<file path="src/rtl/multicycle_control_unit_pkg.sv">
// Shared constants for the RV32I multi-cycle control unit: opcodes, ALU codes and FSM states.
package multicycle_control_unit_pkg;

   localparam logic [6:0] OP_TYPE_R = 7'b0110011;
   localparam logic [6:0] OP_TYPE_I = 7'b0010011;
   localparam logic [6:0] OP_TYPE_L = 7'b0000011;
   localparam logic [6:0] OP_TYPE_S = 7'b0100011;
   localparam logic [6:0] OP_TYPE_B = 7'b1100011;

   localparam logic [3:0] ALU_ADD  = 4'b0000;
   localparam logic [3:0] ALU_SUB  = 4'b1000;
   localparam logic [3:0] ALU_SLL  = 4'b0001;
   localparam logic [3:0] ALU_SLT  = 4'b0010;
   localparam logic [3:0] ALU_SLTU = 4'b0011;
   localparam logic [3:0] ALU_XOR  = 4'b0100;
   localparam logic [3:0] ALU_SRL  = 4'b0101;
   localparam logic [3:0] ALU_SRA  = 4'b1101;
   localparam logic [3:0] ALU_OR   = 4'b0110;
   localparam logic [3:0] ALU_AND  = 4'b0111;
   localparam logic [3:0] ALU_BEQ  = 4'b1001;

   typedef enum logic [2:0] {
      ST_FETCH   = 3'd0,
      ST_DECODE  = 3'd1,
      ST_EXECUTE = 3'd2,
      ST_MEM     = 3'd3,
      ST_WB      = 3'd4,
      ST_TRAP    = 3'd5
   } state_e;

endpackage

</file>
<file path="src/rtl/multicycle_control_unit_if.sv">
// Control bus between the sequencer and the IR / data memory / datapath.
interface multicycle_control_unit_if #(
   parameter int CNT_W = 32
);
   logic [31:0]      instrCode;
   logic             compare;
   logic             dataReady;
   logic             instrEn;
   logic             pcEn;
   logic             regFileWe;
   logic [3:0]       aluControl;
   logic             aluSrcMuxSel;
   logic             wdataSel;
   logic             PCAddrSrcMuxSel;
   logic             dataReq;
   logic             dataWe;
   logic             illegal;
   logic [CNT_W-1:0] instret;

   modport master (
      input  instrCode, compare, dataReady,
      output instrEn, pcEn, regFileWe, aluControl, aluSrcMuxSel, wdataSel,
             PCAddrSrcMuxSel, dataReq, dataWe, illegal, instret
   );

   modport slave (
      output instrCode, compare, dataReady,
      input  instrEn, pcEn, regFileWe, aluControl, aluSrcMuxSel, wdataSel,
             PCAddrSrcMuxSel, dataReq, dataWe, illegal, instret
   );
endinterface

</file>
<file path="src/rtl/multicycle_control_unit_alu_decoder.sv">
// Combinational opcode/func3/func7 decode into ALU operation, operand-B select and legality.
module alu_decoder
   import multicycle_control_unit_pkg::*;
(
   input  logic [6:0] opcode,
   input  logic [2:0] func3,
   input  logic       func7_5,
   output logic [3:0] alu_control,
   output logic       alu_src,
   output logic       legal
);

   always_comb begin
      alu_control = ALU_ADD;
      alu_src     = 1'b0;
      legal       = 1'b0;
      case (opcode)
         OP_TYPE_R: begin
            alu_control = {func7_5, func3};
            legal       = 1'b1;
         end
         OP_TYPE_I: begin
            // only SRAI/SRLI use imm[10] as an opcode bit; elsewhere it is immediate data
            alu_control = (func3 == 3'b101) ? {func7_5, func3} : {1'b0, func3};
            alu_src     = 1'b1;
            legal       = 1'b1;
         end
         OP_TYPE_L, OP_TYPE_S: begin
            alu_control = ALU_ADD;
            alu_src     = 1'b1;
            legal       = 1'b1;
         end
         OP_TYPE_B: begin
            case (func3[2:1])
               2'b10:   alu_control = ALU_SLT;
               2'b11:   alu_control = ALU_SLTU;
               default: alu_control = ALU_BEQ;
            endcase
            legal = 1'b1;
         end
         default: ;
      endcase
   end

endmodule

</file>
<file path="src/rtl/multicycle_control_unit.sv">
// Multi-cycle RV32I sequencer: FETCH/DECODE/EXECUTE/MEM/WB FSM, memory timeout and retire counter.
module multicycle_control_unit
   import multicycle_control_unit_pkg::*;
#(
   parameter int MEM_TIMEOUT = 16,
   parameter int CNT_W       = 32
) (
   input  logic                        clk,
   input  logic                        reset,
   multicycle_control_unit_if.master   bus
);

   localparam logic [2:0] FETCH   = ST_FETCH;
   localparam logic [2:0] DECODE  = ST_DECODE;
   localparam logic [2:0] EXECUTE = ST_EXECUTE;
   localparam logic [2:0] MEM     = ST_MEM;
   localparam logic [2:0] WB      = ST_WB;
   localparam logic [2:0] TRAP    = ST_TRAP;
   localparam int         TO_W    = (MEM_TIMEOUT > 1) ? $clog2(MEM_TIMEOUT + 1) : 1;

   logic [2:0]       state_reg, state_next;
   logic [TO_W-1:0]  timeout_reg, timeout_next;
   logic [CNT_W-1:0] instret_reg, instret_next;

   logic [6:0] opcode;
   logic [3:0] dec_alu;
   logic       dec_src, dec_legal;
   logic       is_load, is_store, is_branch, timeout_hit, taken;
   logic       unused_bits;

   assign opcode      = bus.instrCode[6:0];
   assign is_load     = (opcode == OP_TYPE_L);
   assign is_store    = (opcode == OP_TYPE_S);
   assign is_branch   = (opcode == OP_TYPE_B);
   assign taken       = bus.compare ^ bus.instrCode[12];
   assign unused_bits = ^{bus.instrCode[31], bus.instrCode[29:15], bus.instrCode[11:7]};
   assign timeout_hit = (MEM_TIMEOUT != 0) && !bus.dataReady
                        && (timeout_reg == TO_W'(MEM_TIMEOUT - 1));

   alu_decoder u_alu_decoder (
      .opcode      (opcode),
      .func3       (bus.instrCode[14:12]),
      .func7_5     (bus.instrCode[30]),
      .alu_control (dec_alu),
      .alu_src     (dec_src),
      .legal       (dec_legal)
   );

   always_comb begin
      state_next = state_reg;
      case (state_reg)
         FETCH:   state_next = DECODE;
         DECODE:  state_next = dec_legal ? EXECUTE : TRAP;
         EXECUTE: state_next = is_branch ? FETCH : ((is_load || is_store) ? MEM : WB);
         MEM: begin
            if (bus.dataReady)
               state_next = is_store ? FETCH : WB;
            else if (timeout_hit)
               state_next = TRAP;
         end
         WB:      state_next = FETCH;
         TRAP:    state_next = TRAP;
         default: state_next = TRAP;
      endcase
   end

   // counter only runs while waiting inside MEM; any exit clears it
   assign timeout_next = (state_reg == MEM && state_next == MEM && MEM_TIMEOUT != 0)
                         ? timeout_reg + TO_W'(1) : '0;

   always_comb begin
      bus.instrEn         = 1'b0;
      bus.pcEn            = 1'b0;
      bus.regFileWe       = 1'b0;
      bus.aluControl      = 4'b0000;
      bus.aluSrcMuxSel    = 1'b0;
      bus.wdataSel        = 1'b0;
      bus.PCAddrSrcMuxSel = 1'b0;
      bus.dataReq         = 1'b0;
      bus.dataWe          = 1'b0;
      bus.illegal         = 1'b0;
      if (reset) begin
         if (state_reg inside {DECODE, EXECUTE, MEM, WB}) begin
            bus.aluControl   = dec_alu;
            bus.aluSrcMuxSel = dec_src;
         end
         case (state_reg)
            FETCH:   bus.instrEn = 1'b1;
            EXECUTE: begin
               if (is_branch) begin
                  bus.pcEn            = 1'b1;
                  bus.PCAddrSrcMuxSel = taken;
               end
            end
            MEM: begin
               bus.dataReq = 1'b1;
               bus.dataWe  = is_store;
               bus.pcEn    = is_store && bus.dataReady;
            end
            WB: begin
               bus.regFileWe = 1'b1;
               bus.wdataSel  = is_load;
               bus.pcEn      = 1'b1;
            end
            TRAP:    bus.illegal = 1'b1;
            default: ;
         endcase
      end
   end

   // every retirement is marked by exactly one pcEn pulse
   assign instret_next = instret_reg + CNT_W'(bus.pcEn);
   assign bus.instret  = instret_reg;

   always_ff @(posedge clk or negedge reset) begin
      if (!reset) begin
         state_reg   <= FETCH;
         timeout_reg <= '0;
         instret_reg <= '0;
      end else begin
         state_reg   <= state_next;
         timeout_reg <= timeout_next;
         instret_reg <= instret_next;
      end
   end

endmodule
</file>
<file path="src/flat_wrapper.sv">
// flat-port wrapper written by rule: the top's interface ports become plain ports
module multicycle_control_unit_flat import multicycle_control_unit_pkg::*;
#(
   parameter int MEM_TIMEOUT = 16,
   parameter int CNT_W       = 32
)
  (clk, reset, bus_instrCode, bus_compare, bus_dataReady, bus_instrEn, bus_pcEn, bus_regFileWe, bus_aluControl, bus_aluSrcMuxSel, bus_wdataSel, bus_PCAddrSrcMuxSel, bus_dataReq, bus_dataWe, bus_illegal, bus_instret);
  multicycle_control_unit_if #(.CNT_W(CNT_W)) bus_i ();
  input  logic clk;
  input  logic reset;
  input wire logic [$bits(bus_i.instrCode)-1:0] bus_instrCode;
  input wire logic [$bits(bus_i.compare)-1:0] bus_compare;
  input wire logic [$bits(bus_i.dataReady)-1:0] bus_dataReady;
  output wire logic [$bits(bus_i.instrEn)-1:0] bus_instrEn;
  output wire logic [$bits(bus_i.pcEn)-1:0] bus_pcEn;
  output wire logic [$bits(bus_i.regFileWe)-1:0] bus_regFileWe;
  output wire logic [$bits(bus_i.aluControl)-1:0] bus_aluControl;
  output wire logic [$bits(bus_i.aluSrcMuxSel)-1:0] bus_aluSrcMuxSel;
  output wire logic [$bits(bus_i.wdataSel)-1:0] bus_wdataSel;
  output wire logic [$bits(bus_i.PCAddrSrcMuxSel)-1:0] bus_PCAddrSrcMuxSel;
  output wire logic [$bits(bus_i.dataReq)-1:0] bus_dataReq;
  output wire logic [$bits(bus_i.dataWe)-1:0] bus_dataWe;
  output wire logic [$bits(bus_i.illegal)-1:0] bus_illegal;
  output wire logic [$bits(bus_i.instret)-1:0] bus_instret;
  assign bus_i.instrCode = bus_instrCode;
  assign bus_i.compare = bus_compare;
  assign bus_i.dataReady = bus_dataReady;
  assign bus_instrEn = bus_i.instrEn;
  assign bus_pcEn = bus_i.pcEn;
  assign bus_regFileWe = bus_i.regFileWe;
  assign bus_aluControl = bus_i.aluControl;
  assign bus_aluSrcMuxSel = bus_i.aluSrcMuxSel;
  assign bus_wdataSel = bus_i.wdataSel;
  assign bus_PCAddrSrcMuxSel = bus_i.PCAddrSrcMuxSel;
  assign bus_dataReq = bus_i.dataReq;
  assign bus_dataWe = bus_i.dataWe;
  assign bus_illegal = bus_i.illegal;
  assign bus_instret = bus_i.instret;
  multicycle_control_unit #(.MEM_TIMEOUT(MEM_TIMEOUT), .CNT_W(CNT_W)) u_core (.clk(clk), .reset(reset), .bus(bus_i));
endmodule
</file>
<file path="config.mk">
export PLATFORM = sky130hd
export DESIGN_NAME = multicycle_control_unit_flat
export DESIGN_NICKNAME = d
export VERILOG_FILES = /design/src/rtl/multicycle_control_unit_pkg.sv /design/src/rtl/multicycle_control_unit_if.sv /design/src/rtl/multicycle_control_unit_alu_decoder.sv /design/src/rtl/multicycle_control_unit.sv /design/src/flat_wrapper.sv
export SDC_FILE = /design/constraint.sdc
export NUM_CORES = 1
export LEC_CHECK = 0
export BUFFER_PORTS_ARGS = -buffer_cell sky130_fd_sc_hd__buf_2
export CAP_MARGIN = 20
export CORE_ASPECT_RATIO = 1.1
export CORE_MARGIN = 3
export CORE_UTILIZATION = 35
export CTS_CLUSTER_SIZE = 28
export DETAILED_ROUTE_END_ITERATION = 8
export GPL_ROUTABILITY_DRIVEN = 0
export SETUP_SLACK_MARGIN = 0.4
export SLEW_MARGIN = 20
export SYNTH_ARGS = -nofsm -noshare
export SYNTH_HDL_FRONTEND = slang
export SYNTH_HIERARCHICAL = 1
export SYNTH_SLANG_ARGS = --single-unit
</file>
<file path="constraint.sdc">
create_clock -name clk -period 5.55 [get_ports clk]
set_input_delay 0.2775 -clock clk [delete_from_list [all_inputs] [get_ports clk]]
set_output_delay 0.2775 -clock clk [all_outputs]
set_load 0.005 [all_outputs]
</file>
Word-level counts from Yosys, hierarchy flattened
Cells that the tools add are included.
{ "totals": {"wordCells": 65, "input_bits": 36, "register_bits": 40, "output_inout_bits": 45} }
{ "classes": {"n_mux": 35, "addsub": 2, "bitwise": 1, "reduce_logical": 9, "n_eq_ne": 15} }
{ "op_table": {"columns": ["operator", "count"], "rows": [
  ["adder 32 x 1 -> 32 bit", 1],
  ["two-way mux 1 bit", 21],
  ["two-way mux 3 bit", 6],
  ["one-hot mux 3 bit (5 select lines)", 1],
  ["equality test 7 x 6 -> 1 bit (second input constant)", 2],
  ["two-way mux 4 bit", 3],
  ["one-hot mux 4 bit (3 select lines)", 1],
  ["equality test 3 x 2 -> 1 bit (second input constant)", 3],
  ["equality test 3 bit (second input constant)", 3],
  ["one-hot mux 4 bit (2 select lines)", 1],
  ["equality test 7 x 2 -> 1 bit (second input constant)", 1],
  ["equality test 7 x 5 -> 1 bit (second input constant)", 1],
  ["equality test 7 bit (second input constant)", 1],
  ["adder 5 x 1 -> 5 bit (second input constant)", 1],
  ["equality test 5 x 4 -> 1 bit (second input constant)", 1],
  ["two-way mux 5 bit", 1],
  ["OR reduction 5 bit", 1],
  ["equality test 2 bit (second input constant)", 2],
  ["nonzero test 4 bit", 1],
  ["equality test 3 x 1 -> 1 bit (second input constant)", 1],
  ["logical AND 1 bit", 3],
  ["zero test 3 bit", 1],
  ["one-hot mux 1 bit (3 select lines)", 1],
  ["OR reduction 3 bit", 1],
  ["other kinds (3)", 3]
]} }

Logic depth before layout (Yosys ltp)
Gate-level depths: netlist of the first run.
{ "logic_depth": {"ltp_word": 8, "ltp_mapped": 11, "ltp_nobuf": 10} }

Hierarchy
Netlist of the first run, hierarchy kept.
{ "by_module_without_submodules": {"columns": ["mod", "seq_area_each_um2", "instances", "area_each_um2", "cells_each"], "rows": [
  ["multicycle_control_unit", 1001.0, 1, 1986.9, 193],
  ["alu_decoder", 0.0, 1, 107.6, 19]
]} }

Least setup slack after synthesis of the first run
OpenSTA, ideal clock, no wires.
{ "synth_timing": {"path_kind": "reg2reg", "startpoint": "reg u_core.state_reg[0]", "endpoint": "reg u_core.instret_reg[24] (netlist: u_core/bus.instret[24])", "period_less_slack_ns": 2.738, "t_arrival_ns": 2.614, "setup_time_ns": 0.124, "path_buffers": 0, "slack_ns": 2.812, "stages_incl_launch_ff": 11, "required_ns": 5.426, "cell_sequence": "dfrtp_1 nor2b_1 and3_1 and3_1 a211o_1 ha_1 ha_1 inv_1 nor4_1 nand4_1 xnor2_1"} }
{ "synth_between": {"elab_chain_cells": 4, "elab_cells_between_ends": 6, "classes_between": "1 x add/sub; 3 x eq/ne; 2 x mux"} }
{ "synth_rtl": {"columns": ["item", "line_no", "rtl"], "rows": [
  ["start, declared", "multicycle_control_unit.sv:21", "logic [2:0] state_reg, state_next;"],
  ["start signal, assigned", "multicycle_control_unit.sv:121", "state_reg <= state_next;"],
  ["equality test 3 bit / equality test 3 x 2 -> 1 bit (equally long branches)", "multicycle_control_unit.sv:87", "case (state_reg)"],
  ["one-hot mux 1 bit (3 select lines) (*)", "multicycle_control_unit.sv:87", null],
  ["two-way mux 1 bit (*)", "multicycle_control_unit.sv:82", "if (reset) begin"],
  ["named net bus_pcEn", "flat_wrapper.sv:15", "output wire logic [$bits(bus_i.pcEn)-1:0] bus_pcEn;"],
  ["adder 32 x 1 -> 32 bit (*)", "multicycle_control_unit.sv:112", "assign instret_next = instret_reg + CNT_W'(bus.pcEn);"],
  ["named net u_core.instret_next[24]", "multicycle_control_unit.sv:23", "logic [CNT_W-1:0] instret_reg, instret_next;"],
  ["end signal, assigned", "multicycle_control_unit.sv:123", "instret_reg <= instret_next;"],
  ["end, declared", "multicycle_control_unit.sv:23", null]
]} }
Mark *: on every way through the listed nets, which the timed path passes. The rest lies on a longest branch.

Final worst setup path of the first run
{ "layout_timing": {"startpoint": "in reset", "endpoint": "reg u_core.instret_reg[14] (netlist: u_core/bus.instret[14])"} }
{ "layout_between": {"elab_chain_cells": 2} }
{ "layout_rtl": {"columns": ["item", "line_no", "rtl"], "rows": [
  ["start, declared", "flat_wrapper.sv:10", "input logic reset;"],
  ["two-way mux 1 bit", "multicycle_control_unit.sv:82", null],
  ["adder 32 x 1 -> 32 bit", "multicycle_control_unit.sv:112", null],
  ["named net u_core.instret_next[14]", "multicycle_control_unit.sv:23", null]
]} }
The timed path passes the listed nets, and every way through them passes these cells.

==> impl_metrics.json, run 1 <==
{
  "status": "finished clean",
  "fin_nets": 317,
  "ys_seq_area_frac": 0.478,
  "yosys.area_share.xor_xnor": 0.142,
  "drive_above_1_share": 0.270,
  "synthMuxAreaShare": 0.00478,
  "finalWirelength_um": 4600,
  "insertion_delay_ns": 0.29,
  "syn_avg_cell_area_um2": 9.88,
  "yosys-top-cells-count": "dfrtp_1 (40), xnor2_1 (22), nand3_1 (19)",
  "required_ns": 5.73,
  "grt_max_degree": 29,
  "first_global_vias": 1654,
  "hp-class": "in2reg",
  "place_area_um2": 2480,
  "rows": 28,
  "port-buffer-count": 59,
  "fin_crit_sh": 0.611,
  "dr.first_iter.drc_count": 53,
  "worst_hold_slack_ns": 0.366,
  "synth_top_family_by_area": "simple AND/OR/NAND/NOR gates",
  "synth-adder-area-share": 0.0239,
  "dieWidth_um": 79.8,
  "dieArea_um2": 6950,
  "final-setup-viol-count": 0,
  "fin_worst_skew_ns": 0.00920,
  "io-pin-count": 81,
  "yosysWarningCount": 6,
  "synthSimpleGateAreaFrac": 0.282,
  "cts_made_buffers": 5,
  "final_hold_viol_count": 0,
  "synth_top_area_frac": 0.478,
  "viasPerCell": 5.04,
  "grt-ovfl-total": 0,
  "syn_inst": 212,
  "grt_pass1_wl_um": 7710,
  "multi_input_area_um2": 1060,
  "rsz0062_at_grt": "false",
  "irDropWorstVdd_uv": 148,
  "path_cells": "dlygate4sd3_1 -> buf_2 -> nand2b_1 -> nor3_1 -> a211o_1 -> ha_1 -> ha_1 -> inv_1 -> nor4_2 -> nand4_1 -> xnor2_1",
  "fin_total_pwr_mw": 0.667,
  "start_util": 0.376,
  "synth_area_um2": 2090,
  "slew_violations": 0,
  "root_buffer": "clkbuf_8",
  "drv_cap": 0,
  "worst_slack_ns": 2.16,
  "placement.setup.worst_slack_ns": 2.30,
  "vias": 1778,
  "antenna_found_initial": 0,
  "path_common_cell": "ha_1",
  "routedWlPerCell_um": 13.0,
  "grt_usage": 0.139,
  "antenna_cells": 0,
  "holdBufCountCts": 1,
  "cp_slowest_cell": "nor4_2",
  "nFillCells": 539,
  "hpwl_um": 3400,
  "max_stage_delay_ns": 0.69,
  "chipHeight_um": 87.1,
  "antenna_left": 0,
  "cp_max_fo": 28,
  "area_growth_pct": 24.7,
  "fin_area_um2": 2610,
  "fin_crit_ns": 3.39,
  "start_kind": "input port",
  "cts.repair.resized": 0,
  "syn_nets": 252,
  "ys_async_sr_fraction": 1.00,
  "leakage_nw": 1.30,
  "maxSlewHeadroom": 0.502,
  "tightest_slew_ns": 0.741,
  "drc": 0,
  "synth_area_leaders": "dfrtp_1 (48%), xnor2_1 (9.2%), xor2_1 (5.0%)",
  "p_per_area_nw_per_um2": 256,
  "worst-setup-path-type": "in2reg",
  "core-area_um2": 5570,
  "synth_edf_count": 0,
  "firstDrtPassIters": 4,
  "synth-compound-area-share": 0.0490,
  "synth_cell_types": 37,
  "synth_top_area_cell": "dfrtp_1",
  "cts_sinks": 40,
  "postCtsSetupRepairBufs": 0,
  "setup_tns_ns": 0,
  "ys_ff_latch": 40,
  "htree_levels": 2,
  "synthFlopType": "dfrtp_1",
  "fmax_mhz": 295,
  "largest_register_ffs": 32,
  "cp.arrival_ns": 3.58,
  "clkSlewWorstSetupHoldPaths_ns": 0.08,
  "clockBufferDepth": 2,
  "cts_tree": "built",
  "synth_most_common_cell": "dfrtp_1",
  "critPathCaptureType": "register",
  "seq_area_um2": 1000
}
==> kinds of logic after synthesis <==
family / Yosys count
compound gates: 15
xor+xnor: 34
fa+ha+maj: 4
buf+inv: 11
flops: 40
mux: 1
simple gates: 107
==> final timing paths <==
kind                                                 start                                to  slack (ns)  depth (start not counted)
max in group asynchronous                            reset   u_core/timeout_reg[0]$_DFF_PN0_        4.34                          3
min in group asynchronous                            reset  u_core/bus.instret[15]$_DFF_PN0_        0.52                          2
hold / removal                               bus_dataReady     u_core/state_reg[2]$_DFF_PN0_        0.37                          3
setup reg to reg             u_core/state_reg[2]$_DFF_PN0_  u_core/bus.instret[14]$_DFF_PN0_        2.55                         10
setup / recovery                                     reset  u_core/bus.instret[14]$_DFF_PN0_        2.16                         11
hold reg to reg            u_core/timeout_reg[0]$_DFF_PN0_   u_core/timeout_reg[0]$_DFF_PN0_        0.46                          1
==> layout by cell type, fill, tap and decap left out, types with 2 or more instances in the layout <==
| cell | instances |
|---|---|
| buf_2 | 59 |
| or2_2 | 2 |
| nor3_1 | 12 |
| a211oi_1 | 3 |
| nand2_1 | 16 |
| nor4_2 | 2 |
| xor2_1 | 12 |
| o21ai_0 | 2 |
| and3_1 | 10 |
| nor2_1 | 18 |
| and4_1 | 2 |
| clkbuf_8 | 5 |
| clkinv_4 | 2 |
| nor2b_1 | 3 |
| or4_1 | 3 |
| ha_1 | 4 |
| a21oi_1 | 3 |
| dfrtp_1 | 40 |
| nand4_1 | 9 |
| xnor2_1 | 22 |
| inv_1 | 8 |
| nand2b_1 | 3 |
| nor4_1 | 2 |
| nand3_1 | 19 |
==> power breakdown <==
group | internal (mW) | leakage (nW) | switching (mW)
Clock | 0.135 | 0.0583 | 0.107
Combinational | 0.0413 | 0.709 | 0.0524
Sequential | 0.307 | 0.535 | 0.0250
==> final cells by class <==
class,count,area share
inverters,8,0.0115
clock inverters,3,0.0182
multi-input cells,161,0.405
well taps,75,0.0359
repair buffers,61,0.120
clock buffers,5,0.0264
flip-flops and latches,40,0.383
==> worst max-delay path: cells and delay by family <==
kind | cells | cell delay (ns)
fa+ha+maj | 2 | 0.51
xor+xnor | 1 | 0.16
compound gates | 1 | 0.16
buf+inv | 3 | 1.10
simple gates | 4 | 1.35
==> metal layers <==
layer | GRT usage | routed length [um] | share of wire
met1 | 0.195 | 2210 | 0.48
met2 | 0.216 | 2030 | 0.44
met3 | 0.0311 | 308 | 0.067
met4 | 0.0415 | 56 | 0.012
met5 | 0 | 0 | 0
==> metrics by stage <==
| stage | util | std cells |
|---|---|---|
| 3_3_place_gp | 0.445 | 344 |
| 3_5_place_dp | 0.446 | 344 |
| 4_1_cts | 0.469 | 353 |
| 5_1_grt | 0.469 | 353 |
| 2_1_floorplan | - | 212 |
| 6_report | 0.469 | 353 |
(Power assumes the default switching activity.)
==> run 2, diff against run 1 <==
==> constraint.sdc (replaced) <==
create_clock -name clk -period 2.9 [get_ports clk]
set_input_delay 0.145 -clock clk [delete_from_list [all_inputs] [get_ports clk]]
set_output_delay 0.145 -clock clk [all_outputs]
set_load 0.005 [all_outputs]
==> impl_metrics.json, run 2 (synthesis results as in run 1) <==
{
  "status": "finished clean",
  "worstReg2RegEnd": "u_core/bus.instret[26]$_DFF_PN0_",
  "chipHeight_um": 87.1,
  "core-area_um2": 5570,
  "startpoint": "reset",
  "max_stage_delay_ns": 0.54,
  "fin_total_pwr_mw": 1.38,
  "dieArea_um2": 6950,
  "root_buffer": "clkbuf_8",
  "rows": 28,
  "fin_crit_sh": 0.824,
  "setup_tns_ns": 0,
  "fin_util": 0.503,
  "final-setup-viol-count": 0,
  "io-pin-count": 81,
  "reg2reg_slack_ns": 0.52,
  "final_hold_viol_count": 0,
  "grt_usage": 0.149,
  "fmax_mhz": 418,
  "htree_levels": 2,
  "firstDrtPassIters": 4,
  "first_global_vias": 1770,
  "vias": 1879,
  "insertion_delay_ns": 0.30,
  "slew_violations": 0,
  "largest_register_ffs": 32,
  "grt-ovfl-total": 0,
  "cp.arrival_ns": 2.61,
  "grt_pass1_wl_um": 8220,
  "cts_made_buffers": 5,
  "fin_nets": 331,
  "leakage_nw": 1.40,
  "drive_above_1_share": 0.342,
  "cp-endpoint": "u_core/bus.instret[26]$_DFF_PN0_",
  "seq_area_um2": 1000,
  "antenna_cells": 0,
  "nFillCells": 517,
  "port-buffer-count": 59,
  "multi_input_area_um2": 1140,
  "rsz0062_at_grt": "true",
  "cp_slowest_cell": "dlygate4sd3_1",
  "cp_max_fo": 6,
  "antenna_found_initial": 0,
  "start_kind": "input port",
  "fin_worst_skew_ns": 0.0126,
  "dieWidth_um": 79.8,
  "cts_tree": "built",
  "maxSlewHeadroom": 0.715,
  "layout_commonest_cell": "buf_2",
  "cts_sinks": 40,
  "path_cells": "dlygate4sd3_1 -> buf_2 -> and3_4 -> and3_1 -> a211o_1 -> ha_4 -> ha_4 -> nand3_1 -> or4_4 -> nor3_2 -> xor2_1",
  "drv_cap": 0,
  "fin_crit_ns": 2.39,
  "drc": 0,
  "worst-setup-path-type": "in2reg",
  "clkSlewWorstSetupHoldPaths_ns": 0.09,
  "required_ns": 3.12,
  "area_growth_pct": 33.8,
  "grt_max_degree": 37,
  "viasPerCell": 5.12,
  "hpwl_um": 3560,
  "tightest_slew_ns": 0.427,
  "routedWlPerCell_um": 13.5,
  "reg2reg_depth": 10,
  "most-common-layout-cells": "buf_2 (59), dfrtp_1 (39), xnor2_1 (22)",
  "critPathCaptureType": "register",
  "clockBufferDepth": 2,
  "dr.first_iter.drc_count": 65,
  "r2r-start": "u_core/state_reg[2]$_DFF_PN0_",
  "start_util": 0.376,
  "hp-class": "in2reg",
  "irDropWorstVdd_uv": 264,
  "antenna_left": 0,
  "min_from": "bus_dataReady",
  "p_per_area_nw_per_um2": 493,
  "finalWirelength_um": 4960,
  "path_common_cell": "ha_4"
}
run 2: cell types whose count changed in the layout (fill, tap and decap cells not counted), sizes merged:
cell	before	now
clkinv	2	0
clkinvlp	0	1
dlygate4sd3	1	2
buf	60	73
inv	8	9
run 2: cell type report:
cell class | instances | area share
multi-input cells | 161 | 0.407
flip-flops and latches | 40 | 0.358
repair buffers | 75 | 0.150
well taps | 75 | 0.0335
clock buffers | 5 | 0.0246
clock inverters | 3 | 0.0165
inverters | 8 | 0.0107
run 2: how the worst min path moves through the flow:
stage	to	cells past startpoint
final	u_core/state_reg[2]$_DFF_PN0_	3
after detailed placement	u_core/timeout_reg[2]$_DFF_PN0_	1
after global routing	u_core/state_reg[2]$_DFF_PN0_	3
after global placement	u_core/timeout_reg[2]$_DFF_PN0_	1
after CTS	u_core/state_reg[2]$_DFF_PN0_	3
after floorplan	u_core/bus.instret[0]$_DFF_PN0_	0
run 2: through the flow:
stage                     hold WS [ns]  setup WS (ns)  area (um2)  std cells
final                            0.278          0.510        2800        367
after global routing             0.270          0.369        2800        367
after CTS                        0.250          0.402        2730        363
after detailed placement       0.00239         0.0929        2530        349
after global placement         0.00470          0.110        2530        349
after floorplan                 -0.151          0.425        2110        212
run 2: per-layer routing:
metal,global-route usage,up-vias,part of all wire
li1,-,905,-
met1,0.190,906,0.45
met2,0.254,61,0.47
met3,0.0331,7,0.074
met4,0.0415,0,0.011
met5,0,-,0
run 2: where the power goes:
| part | leakage (nW) | internal, mW | switching [mW] |
|---|---|---|---|
| combinational | 0.813 | 0.149 | 0.138 |
| sequential | 0.535 | 0.588 | 0.0418 |
| clock | 0.0548 | 0.259 | 0.206 |
run 2: timing repair:
action	CTS	global route
setup buffers	4	4
hold buffers	2	0
pin swaps	1	0
endpoints found under the hold margin	9	0
endpoints found under the setup margin	15	15
resized for setup	9	7
run 2: worst max-delay path: cells and delay by family:
family	cells	cell delay, ns
adders and majority gates	2	0.32
xor gates and xnor gates	1	0.17
and+or+nand+nor	5	1.08
buffers and inverters	2	0.73
AOI/OAI and AO/OA	1	0.17
==> run 3, diff against run 2 <==
==> constraint.sdc (replaced) <==
create_clock -name clk -period 2.3 [get_ports clk]
set_input_delay 0.115 -clock clk [delete_from_list [all_inputs] [get_ports clk]]
set_output_delay 0.115 -clock clk [all_outputs]
set_load 0.005 [all_outputs]
==> impl_metrics.json, run 3 (synthesis results as in run 1) <==
{
  "worst-setup-path-type": "reg2reg",
  "swShare": 0.281,
  "fin_nets": 345,
  "routed.top_layer": "met4",
  "slew_violations": 0,
  "largest_register_ffs": 32,
  "irDropWorstVdd_uv": 352,
  "fin_crit_ns": 2.33,
  "tightest_slew_ns": 0.433,
  "p_sw_mw": 0.475,
  "maxSlewHeadroom": 0.710,
  "final_cell_count_no_fill": 380,
  "required_ns": 2.52,
  "rsz0062_at_grt": "true",
  "wl_met1_um": 2250,
  "start_util": 0.376,
  "placement.setup.worst_slack_ns": -0.0980,
  "dieWidth_um": 79.8,
  "cts_tree": "built",
  "pwr-share-clk": 0.297,
  "fin_crit_sh": 1.01,
  "dr.first_iter.drc_count": 57,
  "layout_commonest_cell": "buf_2",
  "dieArea_um2": 6950,
  "cp_max_fo": 4,
  "cp.arrival_ns": 2.55,
  "critPathCaptureType": "register",
  "clockBufferDepth": 2,
  "fin_worst_skew_ns": 0.00611,
  "first_global_vias": 1858,
  "drc": 0,
  "drive_above_1_share": 0.433,
  "grt-ovfl-total": 0,
  "antenna_left": 0,
  "cts_sinks": 40,
  "leakage_nw": 1.53,
  "start_kind": "register",
  "p_seq_frac": 0.469,
  "grt_pass1_wl_um": 8430,
  "viasPerCell": 5.02,
  "grt_usage": 0.154,
  "hp-class": "in2reg",
  "p_per_area_nw_per_um2": 562,
  "root_buffer": "clkbuf_8",
  "area_growth_pct": 43.5,
  "vias": 1908,
  "cts_made_buffers": 5,
  "port-buffer-count": 59,
  "htree_levels": 2,
  "grt_max_degree": 33,
  "dr_wl_met2_um": 2680,
  "max_stage_delay_ns": 0.39,
  "fmax_mhz": 429,
  "finalWirelength_um": 5190,
  "routedWlPerCell_um": 13.7,
  "status": "finished, violations left",
  "wl_met3_um": 180,
  "hpwl_um": 3930,
  "cp_slowest_cell": "dfrtp_1",
  "dp_cells": 366,
  "rows": 28,
  "worst_slack_ns": -0.0308,
  "insertion_delay_ns": 0.30,
  "most-common-layout-cells": "buf_2 (59), dfrtp_1 (40), buf_4 (26)",
  "crit_family": "simple AND/OR/NAND/NOR gates",
  "chipHeight_um": 87.1,
  "violations": "setup timing",
  "final_hold_viol_count": 0,
  "intPower_mw": 1.22,
  "final-setup-viol-count": 4,
  "pwr-share-comb": 0.234,
  "drv_cap": 0,
  "firstDrtPassIters": 4,
  "worst_hold_slack_ns": 0.233,
  "path_cells": "nor2b_4 -> and3_4 -> and3_4 -> a211o_1 -> ha_4 -> ha_4 -> buf_4 -> inv_4 -> buf_4 -> or2_4 -> nor3_4 -> xor2_1",
  "core-area_um2": 5570,
  "fin_util": 0.540,
  "io-pin-count": 81,
  "antenna_cells": 0,
  "worst-path-buf-inv": 3,
  "clkSlewWorstSetupHoldPaths_ns": 0.07,
  "antenna_found_initial": 0
}
run 3: worst paths after layout:
path                                                 start                                to  slack, ns  cells past startpoint
max in group asynchronous                            reset  u_core/bus.instret[23]$_DFF_PN0_       1.46                      3
min reg2reg                u_core/timeout_reg[0]$_DFF_PN0_   u_core/timeout_reg[0]$_DFF_PN0_       0.46                      1
min in group asynchronous                            reset  u_core/bus.instret[12]$_DFF_PN0_       0.48                      3
min                                          bus_dataReady     u_core/state_reg[2]$_DFF_PN0_       0.23                      3
max reg2reg                  u_core/state_reg[0]$_DFF_PN0_  u_core/bus.instret[10]$_DFF_PN0_      -0.03                     12
max                          u_core/state_reg[0]$_DFF_PN0_  u_core/bus.instret[10]$_DFF_PN0_      -0.03                     12
run 3: final cells by class:
type | count | area [um2]
fillers | 529 | 2560
multi-input cells | 161 | 1250
flip-flops and latches | 40 | 1000
repair buffers | 89 | 534
clock buffers | 7 | 96.3
well taps | 75 | 93.8
inverters | 8 | 32.5
run 3: metrics by stage:
step	setup TNS [ns]	area, um2	total power, mW
after global routing	-2.01	3010	1.78
final	-0.0644	3010	1.69
after global placement	-0.402	2740	1.17
after floorplan	0	2190	0.963
after CTS	-0.133	2910	1.71
after detailed placement	-0.906	2740	1.17
run 3: repair_timing:
item                       4_1_cts  5_1_grt
setup endpoints to repair       29       29
setup buffers                    4        2
resized for setup                9       17
hold buffers                     1        0
pin swaps                        6       12
hold endpoints to repair        40        0
run 3: power groups by stage:
stage	sequential, mW	combinational, mW	clock (mW)
finish	0.793	0.395	0.503
global route	0.800	0.434	0.548
global placement	0.804	0.366	0
detailed placement	0.805	0.369	0
floorplan	0.803	0.160	0
CTS	0.791	0.397	0.521
run 3: tightest hold or removal path, cell delays in order:
cell     delay (ns)
buf_2          0.12
a311o_1        0.17
nand3_1        0.07
run 3: metal layers:
metal / up-vias / global-route usage
met2: 32 / 0.256
met5: - / 0
met4: 0 / 0.0568
met3: 8 / 0.0300
met1: 934 / 0.198
li1: 934 / -
